===== src/rtl/video_timing_gen.sv =====
// video_timing_gen: parametrised raster timing generator for the HDMI path.
// Horizontal/vertical timing and sync polarities are set per axis by parameters.
// All outputs are registered from the next-state position so they stay aligned.
// Optional macro VTG_LEAD_EN adds lead_x/lead_y/lead_de, running LEAD ce-periods
// ahead of drawX/drawY for pixel-fetch pipelines.
module video_timing_gen #(
    parameter int CW       = 11,
    parameter int H_ACTIVE = 640,
    parameter int H_FP     = 16,
    parameter int H_SYNC   = 96,
    parameter int H_BP     = 48,
    parameter int V_ACTIVE = 480,
    parameter int V_FP     = 10,
    parameter int V_SYNC   = 2,
    parameter int V_BP     = 33,
    parameter int HS_POL   = 0,
    parameter int VS_POL   = 0,
    parameter int FCW      = 8
`ifdef VTG_LEAD_EN
    ,
    parameter int LEAD     = 2
`endif
) (
    input  logic           pixel_clk,
    input  logic           reset,
    input  logic           ce,
    input  logic [CW-1:0]  line_cmp,
    output logic           hs,
    output logic           vs,
    output logic           de,
    output logic           hblank,
    output logic           vblank,
    output logic [CW-1:0]  drawX,
    output logic [CW-1:0]  drawY,
    output logic           sol,
    output logic           sof,
    output logic           line_irq,
    output logic [FCW-1:0] frame_cnt
`ifdef VTG_LEAD_EN
    ,
    output logic [CW-1:0]  lead_x,
    output logic [CW-1:0]  lead_y,
    output logic           lead_de
`endif
);

    localparam int H_TOTAL = H_ACTIVE + H_FP + H_SYNC + H_BP;
    localparam int V_TOTAL = V_ACTIVE + V_FP + V_SYNC + V_BP;

    localparam logic [CW-1:0] HT_M1    = CW'(H_TOTAL - 1);
    localparam logic [CW-1:0] VT_M1    = CW'(V_TOTAL - 1);
    localparam logic [CW-1:0] H_ACT    = CW'(H_ACTIVE);
    localparam logic [CW-1:0] V_ACT    = CW'(V_ACTIVE);
    localparam logic [CW-1:0] HS_START = CW'(H_ACTIVE + H_FP);
    localparam logic [CW-1:0] HS_END   = CW'(H_ACTIVE + H_FP + H_SYNC);
    localparam logic [CW-1:0] VS_START = CW'(V_ACTIVE + V_FP);
    localparam logic [CW-1:0] VS_END   = CW'(V_ACTIVE + V_FP + V_SYNC);
    localparam logic          HS_ON    = (HS_POL != 0);
    localparam logic          VS_ON    = (VS_POL != 0);

    // Totals must fit the coordinate counters (equality would alias 0).
    generate
        if (H_TOTAL >= (1 << CW) || V_TOTAL >= (1 << CW)) begin : g_bad_cw
            $error("video_timing_gen: H_TOTAL/V_TOTAL do not fit in CW bits");
        end
    endgenerate

    logic [CW-1:0] r_x, r_y;
    logic [CW-1:0] w_nx, w_ny;
    logic          w_x_wrap;
    logic          w_sol_n;
    logic          w_sof_n;

    // Next raster position: x wraps at end of line and carries into y.
    always_comb begin
        w_x_wrap = (r_x == HT_M1);
        w_nx     = w_x_wrap ? '0 : r_x + CW'(1);
        w_ny     = r_y;
        if (w_x_wrap)
            w_ny = (r_y == VT_M1) ? '0 : r_y + CW'(1);
        w_sol_n  = (w_nx == '0);
        w_sof_n  = w_sol_n && (w_ny == '0);
    end

    // Position counters; reset to the last pixel so the first ce edge lands on (0,0).
    always_ff @(posedge pixel_clk or posedge reset) begin
        if (reset) begin
            r_x <= HT_M1;
            r_y <= VT_M1;
        end else if (ce) begin
            r_x <= w_nx;
            r_y <= w_ny;
        end
    end

    // Registered outputs, all decoded from the same next-state position.
    always_ff @(posedge pixel_clk or posedge reset) begin
        if (reset) begin
            hs        <= ~HS_ON;
            vs        <= ~VS_ON;
            de        <= 1'b0;
            hblank    <= 1'b1;
            vblank    <= 1'b1;
            drawX     <= '0;
            drawY     <= '0;
            sol       <= 1'b0;
            sof       <= 1'b0;
            line_irq  <= 1'b0;
            frame_cnt <= '1;
        end else if (ce) begin
            hs        <= (w_nx >= HS_START && w_nx < HS_END) ? HS_ON : ~HS_ON;
            // y only moves when x wraps, so vs is line-aligned by construction
            vs        <= (w_ny >= VS_START && w_ny < VS_END) ? VS_ON : ~VS_ON;
            de        <= (w_nx < H_ACT) && (w_ny < V_ACT);
            hblank    <= (w_nx >= H_ACT);
            vblank    <= (w_ny >= V_ACT);
            drawX     <= w_nx;
            drawY     <= w_ny;
            sol       <= w_sol_n;
            sof       <= w_sof_n;
            // w_ny never reaches V_TOTAL, so an out-of-range line_cmp never fires
            line_irq  <= w_sol_n && (w_ny == line_cmp);
            if (w_sof_n)
                frame_cnt <= frame_cnt + FCW'(1);
        end
    end

`ifdef VTG_LEAD_EN
    generate
        if (LEAD < 1 || LEAD >= H_TOTAL) begin : g_bad_lead
            $error("video_timing_gen: LEAD must satisfy 1 <= LEAD < H_TOTAL");
        end
    endgenerate

    logic [CW-1:0] r_lx, r_ly;
    logic [CW-1:0] w_nlx, w_nly;
    logic          w_lx_wrap;

    // Lead position follows the same wrap rules; its reset state is the
    // main reset position advanced by LEAD pixels.
    always_comb begin
        w_lx_wrap = (r_lx == HT_M1);
        w_nlx     = w_lx_wrap ? '0 : r_lx + CW'(1);
        w_nly     = r_ly;
        if (w_lx_wrap)
            w_nly = (r_ly == VT_M1) ? '0 : r_ly + CW'(1);
    end

    // Lead counters and registered lead data-enable.
    always_ff @(posedge pixel_clk or posedge reset) begin
        if (reset) begin
            r_lx    <= CW'(LEAD - 1);
            r_ly    <= '0;
            lead_de <= 1'b0;
        end else if (ce) begin
            r_lx    <= w_nlx;
            r_ly    <= w_nly;
            lead_de <= (w_nlx < H_ACT) && (w_nly < V_ACT);
        end
    end

    assign lead_x = r_lx;
    assign lead_y = r_ly;
`endif

endmodule

===== config.mk =====
export PLATFORM = sky130hd
export DESIGN_NAME = video_timing_gen
export DESIGN_NICKNAME = d
export VERILOG_FILES = /design/src/rtl/video_timing_gen.sv
export SDC_FILE = /design/constraint.sdc
export NUM_CORES = 1
export LEC_CHECK = 0
export CAP_MARGIN = 20
export CORE_AREA = 3 3 77 79
export DETAILED_ROUTE_END_ITERATION = 16
export DIE_AREA = 0 0 80 82
export PLACE_DENSITY = 0.84
export REMOVE_ABC_BUFFERS = 1
export SETUP_SLACK_MARGIN = 0.3
export SLEW_MARGIN = 5
export SYNTH_ARGS = -nofsm -noshare
export SYNTH_HDL_FRONTEND = slang
export SYNTH_SLANG_ARGS = --single-unit

===== constraint.sdc =====
create_clock -name pixel_clk -period 6.7 [get_ports pixel_clk]
set_clock_uncertainty 0.15 [all_clocks]
set_input_delay 1.675 -clock pixel_clk [delete_from_list [all_inputs] [get_ports pixel_clk]]
set_output_delay 1.675 -clock pixel_clk [all_outputs]
set_load 0.05 [all_outputs]

==> summary.md <==
| Metric | Value |
|---|---|
| Vias in the first global route | 2325 |
| Post-Route Setup TNS | 0 ns |
| # rows | 27 |
| Cell variety after synth | 50 |
| Synthesized instance count | 336 |
| Worst ir drop on vdd | 0.000158 V |
| Clk Latency, worst-skew pair | 0.30 ns |
| Nets@finish | 378 |
| Initial Utilization | 0.561 |
| ANT nets after route | 0 |
| Ys flop type | dfrtp_1 |
| CP Data Required Time | 6.78 ns |
| DP Wirelength | 4720 µm |
| R2R Setup Slk | 2.30 ns |
| Die width | 80 µm |
| Syn Area/Cell | 9.03 µm² |
| Power per cell area | 253 nW/µm² |
| Leak Pwr | 0.00137 µW |
| Max-cap violations | 0 |
| Final Setup Violations | 0 |
| Asr flop ratio synth | 1.00 |
| Clock root buffer master | clkbuf_8 |
| Rel. slew slack | 0.280 |
| Initial antenna violation count | 0 |
| Die ar. | 6560 µm² |
| Post-synth top cells | nor2_1, dfrtp_1, nand2_1 |
| Final WL | 6810 µm |
| Post-Syn Area | 3030 µm² |
| Die Ht | 82 µm |
| Post-cts sizing count | 0 |
| RePlAce Congestion | 0.877 |
| Largest net degree at the start of global routing | 49 |
| Core ar. | 5410 µm² |
| Crit path time final | 4.40 ns |
| Global route overflow | 0 |
| DP Cell Count | 423 |
| First-pass GRT wire length | 11300 µm |
| Share of cells above drive strength 1 | 0.131 |
| Dominant cell type by area after synthesis | dfrtp_1 |
| Synth warn | 0 |
| EDFF count, synth | 0 |
| Critical path arrival | 4.48 ns |
| All-Layer GR Usage | 0.219 |
| Number of hold buffers added after CTS | 0 |
| Final Util | 0.666 |
| DR vias | 2523 |
| Crit-path max FO | 9 |
| Post-CTS Setup Bufs | 0 |
| Number of diodes | 0 |
| Max Transition Viols Final | 0 |
| Clock slew at reported path FFs | 0.08 ns |
| Fin crit share | 0.657 |
| Maximum clock path buffer count | 2 |
| Synthesis-to-layout area growth | 18.6% |
| Startpoint types | flip-flop |
| CTS Buf Count | 5 |
| DRC errors left | 0 |
| Critical path capture point type | flip-flop |
| Synth Register Bits | 48 |
| Routed WL per cell | 15.8 µm |
| Kind of critical path | flip-flop to flip-flop |
| H-tree level count | 2 |
| DR iter-0 viols | 225 |
| RSZ-0062 raised after global routing | false |
| Detailed Routing Iterations Pass 1 | 5 |
| Finished Layout Cells | 432 |
| PortBufs | 51 |
| Outcome | finished clean |
| Measured slew at the worst slew-check pin | 1.07 ns |
| Hold WC Path Type | flip-flop to flip-flop |
| Top-area cell type share of the netlist area | 0.214 |
| Total I/O pin count | 52 |
| CTS tree | done |
| Synth top area cells | dfrtp_1, dfstp_2, xnor2_1, xor2_1, nor2_1 |
| Most numerous cell in the Yosys netlist | nor2_1 |
| Maximum clock rate | 227 MHz |
| Final hold vios | 0 |
| Register area share after synthesis | 0.405 |
| Vias/cell | 5.84 |
| Clock sink count | 48 |
-- worst max-delay path, stage by stage (launching register included) --
cell and delay [ns]:
dfstp_2 0.60, ha_1 0.32, nand4_1 0.36, nor4_1 1.01
nand3_1 0.19, xor2_1 0.35, o211ai_1 0.14, or4b_1 0.75
nor3_1 0.29, xor2_1 0.18
-- per-stage QoR --
stage	total power, µW	hold slack [ns]	setup WS [ns]	area, µm²
after floorplan	588	0.327	2.82	2840
after CTS	914	0.352	2.37	3580
final	911	0.346	2.30	3600
after global routing	958	0.362	1.93	3600
after global placement	679	0.332	2.49	3450
after detailed placement	686	0.333	2.39	3450
-- report_power, final --
part           switching [µW]  internal [µW]  total [µW]
Clock                    96.0            132         228
Sequential               68.1            338         406
Combinational             166            111         277
-- sequential cells by signal (all words and copies together) (netlist names) --
name,count
r_x,11
r_y,11
frame_cnt,8
drawX,7
drawY,3
de,1
hblank,1
hs,1
line_irq,1
sof,1
sol,1
vblank,1
vs,1
-- routing by layer --
metal  global-route usage  part of all wire
met1                0.301              0.46
met4               0.0524             0.016
met5                    0                 0
met2                0.358              0.47
met3               0.0439             0.058
-- layout make-up --
type,count,area (µm²)
Clock buffer,7,96.3
Inverter,16,60.1
Sequential cell,48,1230
Tap cell,72,90.1
Clock inverter,1,30.0
Timing Repair Buffer,53,538
Multi-Input combinational cell,235,1550
Fill cell,457,1810
-- cell families after synthesis --
kind of cell               Yosys count  share of synthesized area
adders and majority gates            5                     0.0206
DFF                                 48                      0.405
AOI/OAI and AO/OA                   60                      0.124
and+or+nand+nor                    120                      0.219
muxes                                6                     0.0210
xor gates and xnor gates            44                      0.127
buffers and inverters               53                     0.0829
-- cell usage in the layout (no fill, tap or decap), drive strengths merged, types with 3 or more instances in the layout --
cell	count
clkdlybuf4s50	51
nor2	28
nand2	26
dfrtp	26
xnor2	25
dfstp	22
o21ai	21
xor2	19
nand3	18
inv	16
nor3	13
a21oi	12
nand4	10
clkbuf	7
a31oi	6
and3	6
ha	5
nor4	5
o31ai	4
or4	3
mux2	3
and4	3
o2bb2ai	3
mux2i	3
-- final timing paths --
path                                             to  cells past startpoint                 start
hold reg to reg                drawX[0]$_DFFE_PP0P_                      1  drawX[0]$_DFFE_PP0P_
min in group asynchronous      drawX[4]$_DFFE_PP0P_                      2                 reset
hold / removal                 drawX[0]$_DFFE_PP0P_                      1  drawX[0]$_DFFE_PP0P_
max in group asynchronous        r_x[0]$_DFFE_PP1P_                      3                 reset
setup reg to reg           frame_cnt[6]$_DFFE_PP1P_                      9    r_x[0]$_DFFE_PP1P_
setup / recovery           frame_cnt[6]$_DFFE_PP1P_                      9    r_x[0]$_DFFE_PP1P_
Power figures use the tool's default switching activity.
